## src/rtl/rf_wb_arbiter_pkg.sv

```systemverilog
// rf_wb_arbiter_pkg: shared constants and the buffered-result entry type
// for the register-file write-side controller.
package rf_wb_arbiter_pkg;

  localparam int REG_W = 5;
  localparam logic [REG_W-1:0] REG_X0 = '0;
  localparam int XLEN = 32;

  typedef struct packed {
    logic [REG_W-1:0] rd;
    logic [XLEN-1:0]  data;
  } wb_entry_t;

endpackage

```

## src/rtl/rf_wb_arbiter_if.sv

```systemverilog
// rf_wb_arbiter_if: bundles the WB, MUL/DIV, hazard-query and RF write-port
// signals around rf_wb_arbiter. The byp_* signals exist only when
// RF_WB_BYPASS_EN is defined.
interface rf_wb_arbiter_if #(parameter int N = 32);
  import rf_wb_arbiter_pkg::*;

  logic             wb_valid;
  logic [REG_W-1:0] wb_rd;
  logic [N-1:0]     wb_data;
  logic             iss_valid;
  logic [REG_W-1:0] iss_rd;
  logic             ml_valid;
  logic [REG_W-1:0] ml_rd;
  logic [N-1:0]     ml_data;
  logic             ml_ready;
  logic [REG_W-1:0] q_rs1;
  logic [REG_W-1:0] q_rs2;
  logic [REG_W-1:0] q_rd;
  logic             busy_rs1;
  logic             busy_rs2;
  logic             busy_rd;
  logic             rf_we;
  logic [REG_W-1:0] rf_waddr;
  logic [N-1:0]     rf_wdata;
  logic             wb_hold;
  logic             wb_overrun;
`ifdef RF_WB_BYPASS_EN
  logic             byp_hit1;
  logic [N-1:0]     byp_data1;
  logic             byp_hit2;
  logic [N-1:0]     byp_data2;
`endif

  modport master (
    output wb_valid, wb_rd, wb_data, iss_valid, iss_rd,
    output ml_valid, ml_rd, ml_data, q_rs1, q_rs2, q_rd,
`ifdef RF_WB_BYPASS_EN
    input  byp_hit1, byp_data1, byp_hit2, byp_data2,
`endif
    input  ml_ready, busy_rs1, busy_rs2, busy_rd,
    input  rf_we, rf_waddr, rf_wdata, wb_hold, wb_overrun
  );

  modport slave (
    input  wb_valid, wb_rd, wb_data, iss_valid, iss_rd,
    input  ml_valid, ml_rd, ml_data, q_rs1, q_rs2, q_rd,
`ifdef RF_WB_BYPASS_EN
    output byp_hit1, byp_data1, byp_hit2, byp_data2,
`endif
    output ml_ready, busy_rs1, busy_rs2, busy_rd,
    output rf_we, rf_waddr, rf_wdata, wb_hold, wb_overrun
  );

endinterface

```

## src/rtl/rf_wb_fifo.sv

```systemverilog
// rf_wb_fifo: DEPTH-entry (power of two) buffer for long-latency results.
// Supports push and pop in the same cycle; head is visible the cycle after
// the entry was written.
module rf_wb_fifo
  import rf_wb_arbiter_pkg::*;
#(
  parameter int DEPTH = 2
) (
  input  logic      clk,
  input  logic      reset,
  input  logic      push,
  input  wb_entry_t push_entry,
  input  logic      pop,
  output wb_entry_t head,
  output logic      full,
  output logic      empty
);

  localparam int PTR_W = (DEPTH > 1) ? $clog2(DEPTH) : 1;
  localparam int CNT_W = $clog2(DEPTH + 1);

  wb_entry_t        mem [DEPTH];
  logic [PTR_W-1:0] wr_ptr;
  logic [PTR_W-1:0] rd_ptr;
  logic [CNT_W-1:0] count;
  logic             do_push;
  logic             do_pop;

  assign do_push = push && !full;
  assign do_pop  = pop && !empty;
  assign full    = (count == CNT_W'(DEPTH));
  assign empty   = (count == '0);
  assign head    = mem[rd_ptr];

  // Pointers wrap naturally because DEPTH is a power of two; occupancy tracks both sides.
  always_ff @(posedge clk or posedge reset) begin
    if (reset) begin
      wr_ptr <= '0;
      rd_ptr <= '0;
      count  <= '0;
    end else begin
      if (do_push) wr_ptr <= wr_ptr + 1'b1;
      if (do_pop)  rd_ptr <= rd_ptr + 1'b1;
      case ({do_push, do_pop})
        2'b10:   count <= count + 1'b1;
        2'b01:   count <= count - 1'b1;
        default: ;
      endcase
    end
  end

  // Storage is not reset; empty gates every use of the head.
  always_ff @(posedge clk) begin
    if (do_push) mem[wr_ptr] <= push_entry;
  end

endmodule

```

## src/rtl/rf_wb_arbiter.sv

```systemverilog
// rf_wb_arbiter: merges pipeline writeback and buffered MUL/DIV results onto
// the single RF write port, tracks pending long-latency destinations, and
// requests a WB bubble when a buffered result starves.
// Optional feature: define RF_WB_BYPASS_EN to add the byp_* decode bypass.
module rf_wb_arbiter
  import rf_wb_arbiter_pkg::*;
#(
  parameter int N            = 32,
  parameter int DEPTH        = 2,
  parameter int STARVE_LIMIT = 4
) (
  input  logic           clk,
  input  logic           reset,
  rf_wb_arbiter_if.slave bus
);

  localparam int CNT_W = 4;
  localparam logic [CNT_W-1:0] LIMIT = CNT_W'(STARVE_LIMIT);
  localparam int NREGS = 1 << REG_W;

  wb_entry_t        head;
  wb_entry_t        push_entry;
  logic [N-1:0]     head_data;
  logic             fifo_full;
  logic             fifo_empty;
  logic             pipe_win;
  logic             pop;
  logic             rf_we;
  logic [REG_W-1:0] rf_waddr;
  logic [N-1:0]     rf_wdata;
  logic [NREGS-1:0] pending_q;
  logic [NREGS-1:0] pending_d;
  logic [CNT_W-1:0] starve_q;
  logic             hold_q;
  logic             overrun_q;

  assign pipe_win   = bus.wb_valid && (bus.wb_rd != REG_X0);
  assign pop        = !fifo_empty && !pipe_win;
  assign push_entry = '{rd: bus.ml_rd, data: bus.ml_data};
  assign head_data  = head.data;

  rf_wb_fifo #(.DEPTH(DEPTH)) u_fifo (
    .clk        (clk),
    .reset      (reset),
    .push       (bus.ml_valid && !fifo_full),
    .push_entry (push_entry),
    .pop        (pop),
    .head       (head),
    .full       (fifo_full),
    .empty      (fifo_empty)
  );

  // One RF write per cycle: pipeline first, else the FIFO head; x0 never written.
  always_comb begin
    rf_we    = 1'b0;
    rf_waddr = '0;
    rf_wdata = '0;
    if (reset) begin
      rf_we = 1'b0;
    end else if (pipe_win) begin
      rf_we    = 1'b1;
      rf_waddr = bus.wb_rd;
      rf_wdata = bus.wb_data;
    end else if (!fifo_empty) begin
      rf_we    = (head.rd != REG_X0);
      rf_waddr = head.rd;
      rf_wdata = head_data;
    end
  end

  // Scoreboard next state: a drain clears, an issue sets, and the set wins a tie.
  always_comb begin
    pending_d = pending_q;
    if (pop) pending_d[head.rd] = 1'b0;
    if (bus.iss_valid) pending_d[bus.iss_rd] = 1'b1;
    pending_d[0] = 1'b0;
  end

  // Pending-destination register, discarded on reset.
  always_ff @(posedge clk or posedge reset) begin
    if (reset) pending_q <= '0;
    else       pending_q <= pending_d;
  end

  // Count how long the head has waited and hold WB until the cycle after it drains.
  always_ff @(posedge clk or posedge reset) begin
    if (reset) begin
      starve_q <= '0;
      hold_q   <= 1'b0;
    end else begin
      if (pop || fifo_empty)    starve_q <= '0;
      else if (starve_q < LIMIT) starve_q <= starve_q + 1'b1;
      hold_q <= pop ? 1'b0 : (hold_q || (starve_q >= LIMIT));
    end
  end

  // Sticky flag: the pipeline wrote while a bubble had been requested.
  always_ff @(posedge clk or posedge reset) begin
    if (reset)                  overrun_q <= 1'b0;
    else if (pipe_win && hold_q) overrun_q <= 1'b1;
  end

  assign bus.ml_ready   = !fifo_full;
  assign bus.rf_we      = rf_we;
  assign bus.rf_waddr   = rf_waddr;
  assign bus.rf_wdata   = rf_wdata;
  assign bus.wb_hold    = hold_q;
  assign bus.wb_overrun = overrun_q;
  assign bus.busy_rd    = pending_q[bus.q_rd];

`ifdef RF_WB_BYPASS_EN
  logic byp_hit1;
  logic byp_hit2;
  assign byp_hit1      = rf_we && (rf_waddr == bus.q_rs1);
  assign byp_hit2      = rf_we && (rf_waddr == bus.q_rs2);
  assign bus.byp_hit1  = byp_hit1;
  assign bus.byp_hit2  = byp_hit2;
  assign bus.byp_data1 = rf_wdata;
  assign bus.byp_data2 = rf_wdata;
  assign bus.busy_rs1  = pending_q[bus.q_rs1] && !byp_hit1;
  assign bus.busy_rs2  = pending_q[bus.q_rs2] && !byp_hit2;
`else
  assign bus.busy_rs1  = pending_q[bus.q_rs1];
  assign bus.busy_rs2  = pending_q[bus.q_rs2];
`endif

endmodule

```

## src/flat_wrapper.sv

```systemverilog
// flat-port wrapper written by rule: the top's interface ports become plain ports
module rf_wb_arbiter_flat import rf_wb_arbiter_pkg::*;
#(
  parameter int N            = 32,
  parameter int DEPTH        = 2,
  parameter int STARVE_LIMIT = 4
)
  (clk, reset, bus_wb_valid, bus_wb_rd, bus_wb_data, bus_iss_valid, bus_iss_rd, bus_ml_valid, bus_ml_rd, bus_ml_data, bus_q_rs1, bus_q_rs2, bus_q_rd, bus_ml_ready, bus_busy_rs1, bus_busy_rs2, bus_busy_rd, bus_rf_we, bus_rf_waddr, bus_rf_wdata, bus_wb_hold, bus_wb_overrun);
  rf_wb_arbiter_if #(.N(N)) bus_i ();
  input  logic clk;
  input  logic reset;
  input wire logic [$bits(bus_i.wb_valid)-1:0] bus_wb_valid;
  input wire logic [$bits(bus_i.wb_rd)-1:0] bus_wb_rd;
  input wire logic [$bits(bus_i.wb_data)-1:0] bus_wb_data;
  input wire logic [$bits(bus_i.iss_valid)-1:0] bus_iss_valid;
  input wire logic [$bits(bus_i.iss_rd)-1:0] bus_iss_rd;
  input wire logic [$bits(bus_i.ml_valid)-1:0] bus_ml_valid;
  input wire logic [$bits(bus_i.ml_rd)-1:0] bus_ml_rd;
  input wire logic [$bits(bus_i.ml_data)-1:0] bus_ml_data;
  input wire logic [$bits(bus_i.q_rs1)-1:0] bus_q_rs1;
  input wire logic [$bits(bus_i.q_rs2)-1:0] bus_q_rs2;
  input wire logic [$bits(bus_i.q_rd)-1:0] bus_q_rd;
  output wire logic [$bits(bus_i.ml_ready)-1:0] bus_ml_ready;
  output wire logic [$bits(bus_i.busy_rs1)-1:0] bus_busy_rs1;
  output wire logic [$bits(bus_i.busy_rs2)-1:0] bus_busy_rs2;
  output wire logic [$bits(bus_i.busy_rd)-1:0] bus_busy_rd;
  output wire logic [$bits(bus_i.rf_we)-1:0] bus_rf_we;
  output wire logic [$bits(bus_i.rf_waddr)-1:0] bus_rf_waddr;
  output wire logic [$bits(bus_i.rf_wdata)-1:0] bus_rf_wdata;
  output wire logic [$bits(bus_i.wb_hold)-1:0] bus_wb_hold;
  output wire logic [$bits(bus_i.wb_overrun)-1:0] bus_wb_overrun;
  assign bus_i.wb_valid = bus_wb_valid;
  assign bus_i.wb_rd = bus_wb_rd;
  assign bus_i.wb_data = bus_wb_data;
  assign bus_i.iss_valid = bus_iss_valid;
  assign bus_i.iss_rd = bus_iss_rd;
  assign bus_i.ml_valid = bus_ml_valid;
  assign bus_i.ml_rd = bus_ml_rd;
  assign bus_i.ml_data = bus_ml_data;
  assign bus_i.q_rs1 = bus_q_rs1;
  assign bus_i.q_rs2 = bus_q_rs2;
  assign bus_i.q_rd = bus_q_rd;
  assign bus_ml_ready = bus_i.ml_ready;
  assign bus_busy_rs1 = bus_i.busy_rs1;
  assign bus_busy_rs2 = bus_i.busy_rs2;
  assign bus_busy_rd = bus_i.busy_rd;
  assign bus_rf_we = bus_i.rf_we;
  assign bus_rf_waddr = bus_i.rf_waddr;
  assign bus_rf_wdata = bus_i.rf_wdata;
  assign bus_wb_hold = bus_i.wb_hold;
  assign bus_wb_overrun = bus_i.wb_overrun;
  rf_wb_arbiter #(.N(N), .DEPTH(DEPTH), .STARVE_LIMIT(STARVE_LIMIT)) u_core (.clk(clk), .reset(reset), .bus(bus_i));
endmodule
```

## config.mk

```make
export PLATFORM = sky130hd
export DESIGN_NAME = rf_wb_arbiter_flat
export DESIGN_NICKNAME = d
export VERILOG_FILES = /design/src/rtl/rf_wb_arbiter_pkg.sv /design/src/rtl/rf_wb_arbiter_if.sv /design/src/rtl/rf_wb_fifo.sv /design/src/rtl/rf_wb_arbiter.sv /design/src/flat_wrapper.sv
export SDC_FILE = /design/constraint.sdc
export NUM_CORES = 1
export LEC_CHECK = 0
export CORE_ASPECT_RATIO = 0.6
export CORE_UTILIZATION = 50
export CTS_CLUSTER_DIAMETER = 200
export CTS_CLUSTER_SIZE = 30
export DETAILED_ROUTE_END_ITERATION = 12
export GPL_TIMING_DRIVEN = 0
export PLACE_DENSITY = 0.8
export SLEW_MARGIN = 10
export SYNTH_ARGS = -nofsm -noshare
export SYNTH_HDL_FRONTEND = slang
export SYNTH_HIERARCHICAL = 1
export SYNTH_SLANG_ARGS = --single-unit
```

## constraint.sdc

```tcl
create_clock -name clk -period 3.55 [get_ports clk]
set_input_delay 0.71 -clock clk [delete_from_list [all_inputs] [get_ports clk]]
set_output_delay 0.71 -clock clk [all_outputs]
set_load 0.05 [all_outputs]
```

==> flow_summary.yaml, run 1 <==
layout:
  layout.nets: 797
  final_common_cell: "clkdlybuf4s50_1"
  syn_to_final_growth_pct: 33.0
  nFillCells: 867
  fin_util_pct: 68.1
  final_cell_mix: "clkdlybuf4s50_1 (94), edfxtp_1 (74), nand2_1 (60), nand3_1 (47), a21oi_1 (43)"
  final_cell_count_no_fill: 874
  fin_area_um2: 8210
  antenna_cells: 0
  drive_gt1_share_pct: 20.3
global_route:
  grt_pass1_vias: 5224
  grt_max_degree: 38
  top_usage_layer: "met2"
  grt_first_pass_wirelength_um: 27500
  track_usage_pct: 28.7
  met1_usage_pct: 39.0
  gr-total-overflow: 0
  antenna_found_initial: 0
  met2_usage_pct: 44.5
  met3_usage_pct: 7.86
setup_path:
  crit_path_cell_trace: "clkdlybuf4s50_1, or4_4, o21a_1, buf_6, clkbuf_1, nand2_1, a21oi_1, clkbuf_4"
  path_class: "in2out"
  endpoint_kind: "primary output"
  cp.required_ns: 2.84
  worst-path-max-fanout: 10
  cp_data_arrival_time_ns: 2.79
  cp_slowest_cell: "or4_4"
  cpPeakStageDelay_ns: 0.58
  start_kind: "primary input"
yosys:
  syn_area_per_cell_um2: 11.4
  yosys_warnings: 6
  synth_seq_cells: 115
  seq_area_frac_synth_pct: 52.6
  syn_area_um2: 6180
  synth_edf_count: 74
  ys_types: 42
  async_flop_share_pct: 35.7
  synth_fp_nets: 642
  synth-main-ff-cell: "edfxtp_1"
  synthCells: 541
clocking:
  cts_sinks: 115
  cts_tree: "done"
  cts_root_buf: "clkbuf_16"
  postCtsHoldBufs: 0
  clk_latency_ns: 0.42
  clk_pin_slew_worst_paths_ns: 0.05
  ctsLongestPathBuffers: 2
  cts_buffers: 17
  postCtsSetupBuffers: 0
  cts.htree.levels: 4
placed_design:
  place_inst: 843
  portBuffers: 135
  placed_area_um2: 7790
  dp_hpwl_um: 13200
  place_congestion: 0.904
hold_path:
  min_path_type: "reg2reg"
route:
  routed_wl_um: 18300
  num_vias: 5280
  firstDrtPassIters: 5
  wl_per_cell_um: 20.9
  drtIter0Drc: 434
  route.detailed.drc: 0
  ant_nets: 0
  detail_route.vias_per_cell: 6.04
floorplanning:
  num_io_pins: 143
  die_height_um: 88.1
  die_area_um2: 12800
  rows: 31
  initial_utilization_pct: 51.2
  dieWidth_um: 145
  core_area_um2: 12100
sta:
  fin_crit_sh_pct: 98.6
  slew_violations: 0
  finalCriticalPeriod_ns: 3.50
  rsz0062_at_grt: "no"
  finalHoldViolCount: 0
  slew-limit-headroom_pct: 45.2
  tightest_slew_ns: 0.820
  setup_viol: 0
  skew_ns: 0.0122
  hold_ws_ns: 0.469
  tns_ns: 0
  fmaxAchievable_mhz: 286
pwr:
  max-vdd-ir-drop_mv: 0.490
  power_density_nw_per_um2: 735
  p_leak_nw: 3.31
job:
  drv_cap: 0
outcome:
  outcome: "complete, no violations"
==> cell type report <==
type                    instances  area (um2)  share of cell area, %
flip-flops and latches        115        3250                   39.5
multi-input cells             362        2660                   32.4
repair buffers                137        1240                   15.1
clock buffers                  17         425                   5.18
plain buffers                  39         215                   2.62
well taps                     165         206                   2.51
clock inverters                15         131                   1.60
inverters                      24        90.1                   1.10
==> synthesized netlist by cell type (2+ instances only) <==
cell       number  share of area [%]
mux2i_1        25                4.1
xnor2_1         4               0.57
or3b_2          5               0.71
nor2_1         16               0.97
a22oi_1         6               0.73
mux4_2          9                3.3
nand2_1        60                3.6
nand3_1        47                3.8
nor2b_1         7               0.71
nand2b_1        8               0.81
o41ai_1        16                2.3
a31oi_1         3               0.30
dfrtp_1        41                 17
xor2_1          2               0.28
buf_6           6                1.1
nor3_1          5               0.41
nand4_1         3               0.30
o221ai_1       15                2.1
a21oi_1        43                3.5
ha_1            2               0.41
inv_1          24                1.5
nand3b_1        8               0.97
mux2_2         17                3.1
a32oi_1         2               0.28
o2111ai_1       3               0.43
a211oi_1        3               0.36
mux2_4         20                4.9
clkbuf_1       29                1.8
o21ai_0        16                1.3
or3_1           2               0.20
buf_2           5               0.41
edfxtp_1       74                 36
o211ai_1        6               0.73
==> metal layers <==
metal / vias to the layer above / share of wire [%]
li1: 2356 / -
met1: 2612 / 44
met2: 288 / 46
met3: 24 / 9.1
met4: 0 / 1.2
met5: - / 0
==> state kept, by name (all words and copies together), names as in the netlist <==
name / flops
u_core/starve_q: 4
u_core/pending_q: 31
u_core/u_fifo/wr_ptr: 1
u_core/bus.wb_overrun: 1
u_core/u_fifo/rd_ptr: 1
u_core/u_fifo/count: 2
u_core/bus.wb_hold: 1
u_core/u_fifo/mem: 74
==> cell families after synthesis <==
logic type	count (synthesis)	share of synthesized area [%]
buf+inv	64	4.72
flops	115	52.6
xor+xnor	6	0.851
simple gates	166	13.7
compound gates	117	12.5
mux	71	15.3
fa+ha+maj	2	0.405
==> power by group <==
| group | internal [mW] | switching, mW |
|---|---|---|
| Clock | 0.964 | 0.651 |
| Combinational | 0.941 | 1.40 |
| Sequential | 1.81 | 0.268 |
| Total | 3.72 | 2.32 |
==> per-stage QoR <==
stage	power [mW]	worst slack, ns
after floorplan	3.62	0.237
after global placement	4.32	-0.860
after detailed placement	4.45	-0.654
after CTS	6.00	0.00128
after global routing	6.27	0.0109
final	6.04	0.0485
==> final timing paths <==
| kind | cells after the start | start | endpoint | slack (ns) |
|---|---|---|---|---|
| worst max-delay path | 8 | bus_wb_rd[2] | bus_rf_wdata[2] | 0.05 |
| worst min-delay path | 1 | u_core/bus.wb_overrun$_DFFE_PP0P_ | u_core/bus.wb_overrun$_DFFE_PP0P_ | 0.47 |
| worst max register to register | 8 | u_core/u_fifo/count[0]$_DFFE_PP0P_ | u_core/u_fifo/count[1]$_DFFE_PP0P_ | 1.01 |
| worst min register to register | 1 | u_core/bus.wb_overrun$_DFFE_PP0P_ | u_core/bus.wb_overrun$_DFFE_PP0P_ | 0.47 |
| max in group asynchronous | 3 | reset | u_core/pending_q[20]$_DFF_PP0_ | 1.79 |
| min in group asynchronous | 2 | reset | u_core/u_fifo/count[0]$_DFFE_PP0P_ | 0.61 |
==> worst max-delay path, delay by kind of cell <==
family          cells  cell delay [ns]
buf+inv             4             1.07
simple gates        2             0.72
compound gates      2             0.30
==> timing repair <==
action	4_1_cts	5_1_grt
resized for setup	188	27
endpoints found under the setup margin	41	39
pin swaps	0	0
(Power assumes the default switching activity.)
==> run 2, diff against run 1 <==
--- a/config.mk
+++ b/config.mk
@@ -7,6 +7,7 @@
 export LEC_CHECK = 0
 export CORE_ASPECT_RATIO = 0.6
 export CORE_UTILIZATION = 50
+export CTS_BUF_LIST = sky130_fd_sc_hd__clkbuf_4
 export CTS_CLUSTER_DIAMETER = 200
 export CTS_CLUSTER_SIZE = 30
 export DETAILED_ROUTE_END_ITERATION = 12
==> flow_summary.yaml, run 2 (same netlist as run 1, synthesis figures left out) <==
job:
  drv_cap: 0
sta:
  rsz0062_at_grt: "no"
  setup_viol: 0
  finalHoldViolCount: 0
  tightest_slew_ns: 0.801
  slew_violations: 0
  finalCriticalPeriod_ns: 3.48
  fin_crit_sh_pct: 98.1
  slew-limit-headroom_pct: 46.5
  fmaxAchievable_mhz: 287
  skew_ns: 0.0244
clocking:
  clk_latency_ns: 0.52
  clk_pin_slew_worst_paths_ns: 0.11
  cts_sinks: 115
  cts_buffers: 17
  cts.htree.levels: 4
  ctsLongestPathBuffers: 2
  cts_root_buf: "clkbuf_4"
  cts_tree: "done"
layout:
  syn_to_final_growth_pct: 28.0
  fin_area_um2: 7910
  layout.nets: 796
  reg.largest.list: "u_core/u_fifo/mem x74, u_core/pending_q x31, u_core/starve_q x4"
  fin_util_pct: 65.6
  drive_gt1_share_pct: 20.3
  final_cell_mix: "clkdlybuf4s50_1 (94), edfxtp_1 (74), nand2_1 (60), nand3_1 (47), a21oi_1 (43)"
  final_common_cell: "clkdlybuf4s50_1"
  final_cell_count_no_fill: 873
  antenna_cells: 0
  top_register: "u_core/u_fifo/mem"
  largest_register_ff_count: 74
route:
  wl_per_cell_um: 20.2
  route.detailed.drc: 0
  ant_nets: 0
  firstDrtPassIters: 5
  detail_route.vias_per_cell: 6.05
  drtIter0Drc: 543
  routed_wl_um: 17700
  num_vias: 5279
pwr:
  clock_power_share_pct: 17.0
  seqPwrFrac_pct: 39.2
  power_density_nw_per_um2: 669
  p_int_mw: 3.10
  p_switching_mw: 2.20
  finalPower_mw: 5.29
  max-vdd-ir-drop_mv: 0.370
  p_leak_nw: 3.18
  switching_share_pct: 41.5
  p_comb_share_pct: 43.8
setup_path:
  cpPeakStageDelay_ns: 0.58
  cp_slowest_cell: "or4_4"
  path_class: "in2out"
  worstPathBufferInverterCount: 3
  worst-path-max-fanout: 10
  start_kind: "primary input"
  cp_data_arrival_time_ns: 2.77
  crit_path_cell_trace: "clkdlybuf4s50_1, or4_4, o21ai_4, clkbuf_4, nand3_1, a21oi_1, buf_4"
  cp.required_ns: 2.84
  critPathTopFamily: "buffers and inverters"
  endpoint_kind: "primary output"
floorplanning:
  rows: 31
  die_area_um2: 12800
  core_area_um2: 12100
  num_io_pins: 143
  die_height_um: 88.1
  dieWidth_um: 145
  initial_utilization_pct: 51.2
placed_design:
  dp_hpwl_um: 13200
  place_congestion: 0.904
  portBuffers: 135
  placed_area_um2: 7790
  place_inst: 843
outcome:
  outcome: "complete, no violations"
global_route:
  grt_max_degree: 38
  track_usage_pct: 27.4
  gr-total-overflow: 0
  grt_pass1_vias: 5111
  antenna_found_initial: 0
  grt_first_pass_wirelength_um: 26600
hold_path:
  min_path_type: "reg2reg"
-- run 2: per-layer routing --
metal / track usage (%) / wire, um
met1: 37.9 / 7790
met2: 43.1 / 7950
met5: 0 / 0
met4: 8.42 / 229
met3: 6.72 / 1690
-- run 2: per-stage QoR --
stage / setup slack (ns) / hold WS, ns / TNS [ns]
2_1_floorplan: 0.237 / 0.455 / 0
3_3_place_gp: -0.860 / 0.445 / -53.27
3_5_place_dp: -0.654 / 0.453 / -22.51
4_1_cts: 0.00123 / 0.484 / 0
5_1_grt: 0.00945 / 0.499 / 0
6_report: 0.0661 / 0.483 / 0
-- run 2: worst paths after layout --
path / from / to / slack [ns] / depth (start not counted)
min in group asynchronous: reset / u_core/u_fifo/count[0]$_DFFE_PP0P_ / 0.52 / 2
max in group asynchronous: reset / u_core/pending_q[20]$_DFF_PP0_ / 1.91 / 3
worst min-delay path: u_core/bus.wb_overrun$_DFFE_PP0P_ / u_core/bus.wb_overrun$_DFFE_PP0P_ / 0.48 / 1
worst max-delay path: bus_wb_rd[2] / bus_rf_wdata[10] / 0.07 / 7
worst max register to register: u_core/u_fifo/count[0]$_DFFE_PP0P_ / u_core/u_fifo/count[1]$_DFFE_PP0P_ / 1.02 / 8
worst min register to register: u_core/bus.wb_overrun$_DFFE_PP0P_ / u_core/bus.wb_overrun$_DFFE_PP0P_ / 0.48 / 1
-- run 2: worst reg2reg max path, cell delays in order, from the launching register on --
cell      delay (ns)
dfrtp_1         0.45
nor2_1          0.19
clkbuf_1        0.35
clkbuf_1        0.43
nor2_1          0.20
nor2b_2         0.22
ha_1            0.31
nor2_1          0.15
xor2_1          0.17
-- run 2: cell type report --
class                   instances  area, um2
fillers                       925       4160
flip-flops and latches        115       3250
repair buffers                137       1230
inverters                      24       90.1
clock inverters                15        131
plain buffers                  38        211
multi-input cells             362       2660
well taps                     165        206
clock buffers                  17        128
-- run 2: what timing repair did --
| item | CTS | global route |
|---|---|---|
| setup endpoints to repair | 41 | 39 |
| gates resized for setup | 189 | 22 |
| cloned | 0 | 0 |
| hold buffers | 0 | 0 |
| setup buffers | 0 | 0 |
-- run 2: power groups by stage --
stage                     clock network (mW)  registers, mW  logic [mW]
after floorplan                            0           2.00        1.63
after global placement                     0           2.07        2.24
after detailed placement                   0           2.08        2.36
after CTS                              0.909           2.06        2.30
after global routing                   0.957           2.10        2.46
final                                  0.901           2.07        2.32
==> edit, RTL diff (flow settings as in run 1) <==
`DEPTH` is set to 2 in 3 places; all go to 8.
--- a/src/rtl/rf_wb_fifo.sv
+++ b/src/rtl/rf_wb_fifo.sv
@@ -5,5 +5,5 @@
   import rf_wb_arbiter_pkg::*;
 #(
-  parameter int DEPTH = 2
+  parameter int DEPTH = 8
 ) (
   input  logic      clk,
--- a/src/rtl/rf_wb_arbiter.sv
+++ b/src/rtl/rf_wb_arbiter.sv
@@ -7,5 +7,5 @@
 #(
   parameter int N            = 32,
-  parameter int DEPTH        = 2,
+  parameter int DEPTH        = 8,
   parameter int STARVE_LIMIT = 4
 ) (
--- a/src/flat_wrapper.sv
+++ b/src/flat_wrapper.sv
@@ -3,5 +3,5 @@
 #(
   parameter int N            = 32,
-  parameter int DEPTH        = 2,
+  parameter int DEPTH        = 8,
   parameter int STARVE_LIMIT = 4
 )
Check against the original RTL: not equivalent (Yosys sat finds a counterexample within 4 cycles, from zero or initial values and one cycle with reset high).
==> edit against run 1 <==
  * The run now ends with negative setup slack left
  * Power is 110% higher
  * Sequential share of layout area is 18 points higher
  * Critical path depth stayed put
  * Clock power is 24% higher
  * Sequential cell count is 228 higher
  * Area after synthesis is 140% higher
  * Routed wire length is 93% higher
  * Worst setup slack worse by 0.084 ns
  * Cell area is 110% higher
  * Largest power group is now registers
==> edit: results (changes against run 1) <==
[run_status]
status=finished, violations left
violations=negative setup slack

[cells_and_area]
drive_gt1_share_pct=24.17  ; +3.9 points
final_nets=1178  ; +48%
reg_top3=u_core/u_fifo/mem (296), u_core/pending_q (31)
fillers=2108  ; +140%

[sta]
hold_viol=0  ; unchanged
setup-violations-final=5  ; +5
fin_ws_ns=-0.03557  ; -0.08405 ns
skew_ns=0.01628  ; +0.004098 ns
tightest_slew_ns=0.8282  ; +0.007948 ns

[grt]
antenna_found_initial=3  ; +3
use_met1_pct=33.81  ; -5.2 points
track_usage_pct=23.10  ; -5.6 points
grt_pass1_vias=8879  ; +70%
grt_max_degree=38  ; unchanged
grt_use_met3_pct=4.582  ; -3.3 points
grt_util_met2_pct=35.65  ; -8.9 points
grt_pass1_wl_um=52400  ; +90%

[logic_synthesis]
syn_nets=1008  ; +57%
synth-edff-count=296  ; +300%
ys_seq_area_share_pct=67.18  ; +15 points
synth.distinct_cells=49  ; +17%
ys_top_cells_by_area=edfxtp_1 (59%), mux4_2 (12%), dfrtp_1 (7.9%), mux2_2 (2.9%), mux2i_1 (1.7%)
async_flop_share_pct=13.70  ; -22 points
synth_common_cells=edfxtp_1 (296), mux4_2 (81), nand2_1 (65)

[power]
peakVddDrop_v=0.0004151  ; -15%
leakage_nw=6.066  ; +83%
power.switching_mw=4.510  ; +95%

[critical_path]
r2r_setup_slack_ns=0.44  ; -0.57 ns
crit_fanout=5  ; -5
worstRegToRegCells=11  ; +3
reg2reg_to=u_core/u_fifo/count[3]

[min_path]
hp-class=flop to flop
min_to=u_core/bus.wb_overrun
holdPathStages=1  ; unchanged
min_from=u_core/bus.wb_overrun

[clocking]
cts_htree_levels=1  ; -3
cts_buffer_depth=3  ; +1
path_clk_slew_ns=0.11  ; +0.06 ns
ctsHoldBuffers=0  ; unchanged
clk_latency_ns=0.50  ; +0.08 ns
cts_made_buffers=15  ; -2

[routing]
first_pass_iters=5  ; unchanged
vias=8959  ; +70%
drtIter0Drc=991  ; +130%
routed_wl_um=35220  ; +93%

[place]
dp_hpwl_um=23980  ; +82%
place.gp.congestion=0.9320  ; +3.1%
portBuffers=135  ; unchanged
pre_cts_slack_ns=-0.9077  ; -0.2534 ns

[edit: power groups by stage]
stage / registers (mW) / clock network (mW) / logic, mW
floorplan: 5.47 / 0 / 3.57
global placement: 5.60 / 0 / 4.81
detailed placement: 5.60 / 0 / 5.08
CTS: 5.52 / 2.03 / 5.19
global route: 5.60 / 2.14 / 5.63
finish: 5.55 / 2.00 / 5.28
[edit: how the worst max path moves through the flow]
| stage | from | end | cells past startpoint |
|---|---|---|---|
| finish | u_core/u_fifo/rd_ptr[0] | bus_rf_we | 8 |
| CTS | u_core/u_fifo/rd_ptr[0] | bus_rf_we | 8 |
| global placement | bus_ml_valid | u_core/u_fifo/mem[7][10] | 4 |
| global route | u_core/u_fifo/rd_ptr[0] | bus_rf_we | 8 |
| floorplan | bus_wb_rd[2] | u_core/u_fifo/count[3] | 12 |
| detailed placement | u_core/u_fifo/rd_ptr[1] | bus_rf_we | 9 |
[edit: cell families after synthesis]
| kind of cell | after synthesis | synth area share, % |
|---|---|---|
| AOI/OAI and AO/OA | 124 | 5.479 |
| buffers and inverters | 86 | 2.706 |
| and+or+nand+nor | 187 | 6.389 |
| muxes | 148 | 17.20 |
| xor gates and xnor gates | 7 | 0.4093 |
| adders and majority gates | 7 | 0.6348 |
| DFF | 343 | 67.18 |
[edit: worst max-delay path: stages (launching register included)]
cell     delay (ns)
dfrtp_2        0.44
buf_12         0.13
buf_12         0.11
mux4_2         0.51
mux2_4         0.30
or3_4          0.43
o31ai_4        0.19
a21oi_2        0.09
buf_6          0.17
[edit: area by class of cell]
cell class / instances / area [um^2] / area share [%]
clock inverters: 1 / 20.02 / 0.1135
clock buffers: 24 / 409.1 / 2.319
well taps: 400 / 500.5 / 2.837
plain buffers: 53 / 362.8 / 2.057
inverters: 29 / 108.9 / 0.6170
multi-input cells: 473 / 4656 / 26.39
flip-flops and latches: 343 / 10070 / 57.06
repair buffers: 157 / 1514 / 8.581
diodes: 2 / 5.005 / 0.02837
[edit: metrics by stage]
stage / area [um^2] / hold WS, ns / total power [mW] / TNS (ns) / instances
floorplan: 14990 / 0.4553 / 9.033 / 0 / 902
global placement: 16840 / 0.4483 / 10.41 / -454.38 / 1437
detailed placement: 17100 / 0.4590 / 10.68 / -31.35 / 1448
CTS: 17520 / 0.4841 / 12.73 / -0.09353 / 1477
global route: 17640 / 0.5141 / 13.37 / -1.077 / 1481
finish: 17640 / 0.4740 / 12.83 / -0.08267 / 1482
[edit: layer usage]
metal | wire length [um] | vias up
met4 | 729 | 2
met1 | 14930 | 4581
li1 | - | 3935
met2 | 16360 | 394
met3 | 3178 | 47
met5 | 17 | -
[edit: timing repair]
item / CTS / global route
setup endpoints to repair: 42 / 36
pin swaps: 0 / 1
resized for setup: 235 / 44
setup buffers: 7 / 4
hold endpoints to repair: 0 / 0
